**src/rtl/wb_merge_buffer.sv**
```systemverilog
// wb_merge_buffer
//   Write-back merge buffer between the two MSI caches and main memory.
//   Four single-cycle write-back sources each own one slot (valid/addr/data).
//   Pending slots drain round-robin, one per cycle, onto a single valid/ready
//   memory write port. Writes to an address already pending in the source's
//   own slot coalesce. A newer write invalidates an older pending copy of the
//   same address in another slot.
//
//   Optional feature macro: WBUF_FWD_EN
//     defined   : combinational read forwarding from pending slots
//     undefined : fwd_hit*/fwd_data* tied to zero, no compare logic
//
// Ports
//   clk, rst_n           clock (rising edge), async active-low reset
//   wb_valid[3:0]        strobes: 0 cache0-cpu, 1 cache0-bus, 2 cache1-cpu, 3 cache1-bus
//   wb_addr, wb_data     per-source address/data, source i at [i*W +: W]
//   mem_we/addr/data     memory write request (valid)
//   mem_ready            memory accepts when mem_we && mem_ready
//   busy                 any slot pending
//   overflow[3:0]        sticky per-source drop flag, cleared only by reset
//   rd_addr1/2           cache miss read addresses
//   fwd_hit1/2, fwd_data1/2  pending-write match for rd_addrN
//
// Handshake: mem_we is valid; a write transfers on a rising edge where
// mem_we && mem_ready. While mem_ready is low, mem_addr/mem_data hold.
module wb_merge_buffer #(
    parameter int ADDR_W = 9,
    parameter int DATA_W = 16
) (
    input  logic                  clk,
    input  logic                  rst_n,
    input  logic [3:0]            wb_valid,
    input  logic [4*ADDR_W-1:0]   wb_addr,
    input  logic [4*DATA_W-1:0]   wb_data,
    output logic                  mem_we,
    output logic [ADDR_W-1:0]     mem_addr,
    output logic [DATA_W-1:0]     mem_data,
    input  logic                  mem_ready,
    output logic                  busy,
    output logic [3:0]            overflow,
    input  logic [ADDR_W-1:0]     rd_addr1,
    input  logic [ADDR_W-1:0]     rd_addr2,
    output logic                  fwd_hit1,
    output logic                  fwd_hit2,
    output logic [DATA_W-1:0]     fwd_data1,
    output logic [DATA_W-1:0]     fwd_data2
);

    logic [3:0]        slot_valid;
    logic [ADDR_W-1:0] slot_addr [4];
    logic [DATA_W-1:0] slot_data [4];
    logic [1:0]        rr;

    logic [ADDR_W-1:0] src_addr [4];
    logic [DATA_W-1:0] src_data [4];

    logic [1:0] sel;
    logic       any_valid;
    logic       drain;
    logic [3:0] draining;
    logic [3:0] fits;
    logic [3:0] shadowed;
    logic [3:0] accept;
    logic [3:0] drop;
    logic [3:0] kill;

    always_comb begin
        for (int i = 0; i < 4; i++) begin
            src_addr[i] = wb_addr[i*ADDR_W +: ADDR_W];
            src_data[i] = wb_data[i*DATA_W +: DATA_W];
        end
    end

    // Round-robin pick: walk offsets from the largest down so the smallest
    // offset from rr that holds a valid slot is the final assignment.
    always_comb begin
        sel       = rr;
        any_valid = 1'b0;
        for (int k = 3; k >= 0; k--) begin
            if (slot_valid[rr + 2'(k)]) begin
                sel       = rr + 2'(k);
                any_valid = 1'b1;
            end
        end
    end

    assign mem_we   = any_valid;
    assign busy     = any_valid;
    assign mem_addr = any_valid ? slot_addr[sel] : '0;
    assign mem_data = any_valid ? slot_data[sel] : '0;
    assign drain    = any_valid & mem_ready;

    always_comb begin
        draining = '0;
        fits     = '0;
        shadowed = '0;
        kill     = '0;
        for (int i = 0; i < 4; i++) begin
            draining[i] = drain && (sel == 2'(i));
        end
        // A source fits if its own slot is free, leaving this edge, or
        // already holds the same address (coalesce).
        for (int i = 0; i < 4; i++) begin
            fits[i] = wb_valid[i] && (!slot_valid[i] || draining[i] ||
                                      (slot_addr[i] == src_addr[i]));
        end
        // Same-cycle writes to one address: the lowest fitting index wins,
        // higher ones are dropped without raising overflow.
        for (int i = 1; i < 4; i++) begin
            for (int k = 0; k < i; k++) begin
                if (fits[k] && wb_valid[i] && (src_addr[k] == src_addr[i]))
                    shadowed[i] = 1'b1;
            end
        end
        accept = fits & ~shadowed;
        drop   = wb_valid & ~fits & ~shadowed;
        // Newer wins: an older copy in another slot is discarded unless it
        // is being written to memory on this very edge.
        for (int j = 0; j < 4; j++) begin
            for (int i = 0; i < 4; i++) begin
                if (i != j && accept[i] && slot_valid[j] && !draining[j] &&
                    (slot_addr[j] == src_addr[i]))
                    kill[j] = 1'b1;
            end
        end
    end

    always_ff @(posedge clk or negedge rst_n) begin
        if (!rst_n) begin
            slot_valid <= '0;
            overflow   <= '0;
            rr         <= '0;
            for (int j = 0; j < 4; j++) begin
                slot_addr[j] <= '0;
                slot_data[j] <= '0;
            end
        end else begin
            for (int j = 0; j < 4; j++) begin
                if (accept[j]) begin
                    slot_valid[j] <= 1'b1;
                    slot_addr[j]  <= src_addr[j];
                    slot_data[j]  <= src_data[j];
                end else if (draining[j] || kill[j]) begin
                    slot_valid[j] <= 1'b0;
                end
            end
            overflow <= overflow | drop;
            if (drain)
                rr <= sel + 2'd1;
        end
    end

`ifdef WBUF_FWD_EN
    // At most one slot can hold a given address, so OR-merging is exact.
    always_comb begin
        fwd_hit1  = 1'b0;
        fwd_hit2  = 1'b0;
        fwd_data1 = '0;
        fwd_data2 = '0;
        for (int j = 0; j < 4; j++) begin
            if (slot_valid[j] && (slot_addr[j] == rd_addr1)) begin
                fwd_hit1  = 1'b1;
                fwd_data1 = fwd_data1 | slot_data[j];
            end
            if (slot_valid[j] && (slot_addr[j] == rd_addr2)) begin
                fwd_hit2  = 1'b1;
                fwd_data2 = fwd_data2 | slot_data[j];
            end
        end
    end
`else
    logic unused_rd;
    assign unused_rd = ^{rd_addr1, rd_addr2};
    assign fwd_hit1  = 1'b0;
    assign fwd_hit2  = 1'b0;
    assign fwd_data1 = '0;
    assign fwd_data2 = '0;
`endif

endmodule

```
**config.mk**
```make
export PLATFORM = sky130hd
export DESIGN_NAME = wb_merge_buffer
export DESIGN_NICKNAME = d
export VERILOG_FILES = /design/src/rtl/wb_merge_buffer.sv
export SDC_FILE = /design/constraint.sdc
export NUM_CORES = 1
export LEC_CHECK = 0
export CAP_MARGIN = 20
export CORE_UTILIZATION = 50
export DETAILED_ROUTE_END_ITERATION = 8
export HOLD_SLACK_MARGIN = 0.05
export PLACE_DENSITY = 0.85
export SKIP_CTS_REPAIR_TIMING = 1
export SYNTH_ARGS = -nofsm -noshare
export SYNTH_HDL_FRONTEND = slang
export SYNTH_SLANG_ARGS = --single-unit
```
**constraint.sdc**
```tcl
create_clock -name clk -period 5.4 [get_ports clk]
set_clock_uncertainty 0.2 [all_clocks]
set_input_delay 1.35 -clock clk [delete_from_list [all_inputs] [get_ports clk]]
set_output_delay 1.35 -clock clk [all_outputs]
set_load 0.01 [all_outputs]
```
==> impl_metrics.py <==
metrics = {
    "worst_setup_path": {
        "critPathSlowestCell": "o41a_2",
        "worstPathRequired_ns": 3.85,
        "cp_cell_sequence": "nor2b_1, o21bai_1, o41a_2, mux4_2, and2_1, clkdlybuf4s50_1",
        "r2r-start": "slot_valid[0]",
        "cp_slowest_stage_delay_ns": 0.81,
        "critPathLaunch": "slot_valid[0]",
        "start_kind": "flip-flop",
        "criticalPathCategory": "flip-flop to output pin",
        "end_kind": "output pin",
        "cp_max_fo": 28,
        "worstPathArrival_ns": 3.41,
    },
    "timing": {
        "fin_crit_sh": 0.919,
        "rsz0062_at_grt": "false",
        "slew_violations": 0,
        "slew_headroom": 0.268,
        "fmax_ghz": 0.202,
        "max_slew.worst_pin.slew_ns": 1.10,
        "setup_viol": 0,
        "fin_crit_ns": 4.96,
        "setup_tns_ns": 0,
        "hold_viol": 0,
    },
    "cts": {
        "cts_buffers": 9,
        "cts.htree.levels": 3,
        "cts_sinks": 110,
        "cts_tree": "built",
        "insertion_delay_ns": 0.36,
        "cts_buffer_depth": 2,
        "clk_root_buffer_cell": "clkbuf_16",
        "clk_pin_slew_ns": 0.08,
    },
    "power": {
        "p_seq_frac": 0.301,
        "p_per_area_nw_per_um2": 615,
        "intPower_mw": 3.70,
        "cellLeakagePower_nw": 3.98,
        "swShare": 0.385,
        "peakVddDrop_mv": 0.410,
        "clockPowerShare": 0.108,
        "combPwrFrac": 0.591,
        "p_sw_mw": 2.31,
    },
    "job": {
        "drv_cap": 0,
    },
    "global_routing": {
        "grt_pass1_wl_um": 34200,
        "antenna_found_initial": 0,
        "met1_usage": 0.366,
        "grt.total_usage": 0.277,
        "grt-ovfl-total": 0,
        "gr-usage-met3": 0.0533,
        "met2_usage": 0.430,
        "grt_start_max_net_pins": 85,
        "grt_pass1_vias": 5993,
        "top_usage_layer": "met2",
    },
    "yosys": {
        "yosysWarnings": 0,
        "ys.flop_type": "dfrtp_1",
        "netlist-cell-type-count": 49,
        "ys_ff_latch": 110,
        "synth.avg_cell_area_um2": 11.3,
        "synthCells": 717,
        "yosysSeqAreaShare": 0.338,
        "synth.cell_area_um2": 8130,
        "synth_edf_count": 0,
        "async_flop_share": 1.00,
    },
    "place": {
        "io_buffers": 137,
        "placed_area_um2": 9480,
        "gp_congestion": 0.951,
        "dp_cells": 1012,
        "detailed_place_hpwl_um": 16100,
    },
    "final_layout": {
        "antenna_cells": 0,
        "area.growth.synth_to_final_pct": 20.4,
        "fillers": 1284,
        "drive_gt1_frac": 0.235,
        "final_area_um2": 9790,
        "final_cells": 1029,
        "nets": 933,
    },
    "floorplan": {
        "die_x_um": 130,
        "fp.dieH_um": 130,
        "io_pins": 190,
        "rows": 46,
        "die_area_um2": 16800,
        "start_util": 0.512,
        "core_area_um2": 15900,
    },
    "route": {
        "finalWirelength_um": 22300,
        "via_count": 5913,
        "dr.pass1.iters": 6,
        "drtAntennaViolNets": 0,
        "drt_iter0_drc": 460,
        "vias_per_cell": 5.75,
        "avgRoutedWirePerCell_um": 21.7,
        "drc_errors": 0,
    },
    "min_path": {
        "hold_path.class": "flip-flop to flip-flop",
        "hp-start": "overflow[0]",
    },
    "run_status": {
        "status": "complete, no violations",
    },
}
[flip-flops by register name (all words and copies together) (netlist names)]
register / flops
overflow: 4
slot_valid: 4
rr: 2
slot_addr: 36
slot_data: 64
[power groups by stage]
stage          logic, mW  clock network [mW]  registers [mW]
3_3_place_gp        3.47                   0            1.78
2_1_floorplan       2.83                   0            1.37
4_1_cts             3.57               0.658            1.79
5_1_grt             3.80               0.688            1.85
3_5_place_dp        3.55                   0            1.80
6_report            3.56               0.650            1.81
[metrics by stage]
stage / power [mW] / hold WS (ns) / worst slack, ns / utilization
after floorplan: 4.21 / 0.275 / 1.65 / -
after global placement: 5.24 / 0.254 / 0.561 / 0.597
after detailed placement: 5.35 / 0.257 / 0.525 / 0.597
after CTS: 6.01 / 0.281 / 0.433 / 0.615
after global routing: 6.34 / 0.308 / 0.252 / 0.616
final: 6.02 / 0.275 / 0.438 / 0.616
[per-layer routing]
metal  part of all wire  wire [µm]  up-vias
met5                  0          0        -
met4              0.046       1030        0
met3              0.075       1680       69
met2               0.47      10500      306
met1               0.41       9120     2972
li1                   -          -     2566
[area by class of cell]
class	count	area, µm²	share of cell area
multi-input cells	513	4820	0.493
clock buffers	11	243	0.0248
well taps	216	270	0.0276
inverters	2	7.51	0.000767
clock inverters	5	42.5	0.00435
repair buffers	172	1650	0.169
flip-flops and latches	110	2750	0.281
[kinds of logic after synthesis]
| group | synth area share |
|---|---|
| XOR/XNOR | 0.214 |
| flip-flops | 0.338 |
| AO/OA/AOI/OAI | 0.0437 |
| other | 0.000461 |
| buffers and inverters | 0.0838 |
| AND/OR/NAND/NOR | 0.0880 |
| multiplexers | 0.231 |
[Yosys cell counts, types with 7 or more instances]
| master | count | share of area |
|---|---|---|
| buf_2 | 17 | 0.010 |
| mux4_2 | 25 | 0.069 |
| nor3_1 | 23 | 0.014 |
| buf_4 | 35 | 0.032 |
| clkbuf_1 | 60 | 0.028 |
| dfrtp_1 | 110 | 0.34 |
| xnor2_1 | 53 | 0.057 |
| mux2_2 | 52 | 0.072 |
| nand4_1 | 21 | 0.016 |
| and2_1 | 25 | 0.019 |
| buf_6 | 7 | 0.0097 |
| nor4_1 | 23 | 0.018 |
| xor2_1 | 146 | 0.16 |
| mux2_4 | 48 | 0.089 |
[path summary, 6_finish.rpt]
kind | slack, ns | cells after the start | end
worst min register to register | 0.27 | 1 | overflow[0]
worst max-delay path | 0.44 | 6 | mem_addr[6]
max in group asynchronous | 3.38 | 3 | slot_addr[5]
worst min-delay path | 0.27 | 1 | overflow[0]
worst max register to register | 1.51 | 7 | slot_data[17]
min in group asynchronous | 0.63 | 1 | slot_data[38]
[placed cells by master, fill, tap and decap left out, types with 9 or more instances in the layout]
cell             Yosys  routed
clkbuf_16            0       9
mux4_2              25      25
nand4_1             21      21
mux2_4              48      48
buf_4               35      35
dfrtp_1            110     110
clkdlybuf4s50_1      0     136
nor4_1              23      23
xnor2_1             53      53
xor2_1             146     146
mux2_2              52      52
conb_1               1      34
and2_1              25      25
nor3_1              23      23
[critical path: cells and delay by family, from the launching register on]
| family | cells | cell delay [ns] |
|---|---|---|
| mux | 1 | 0.62 |
| simple gates | 2 | 0.36 |
| flops | 1 | 0.48 |
| compound gates | 2 | 1.10 |
| buf+inv | 1 | 0.49 |
Power figures use the tool's default switching activity.
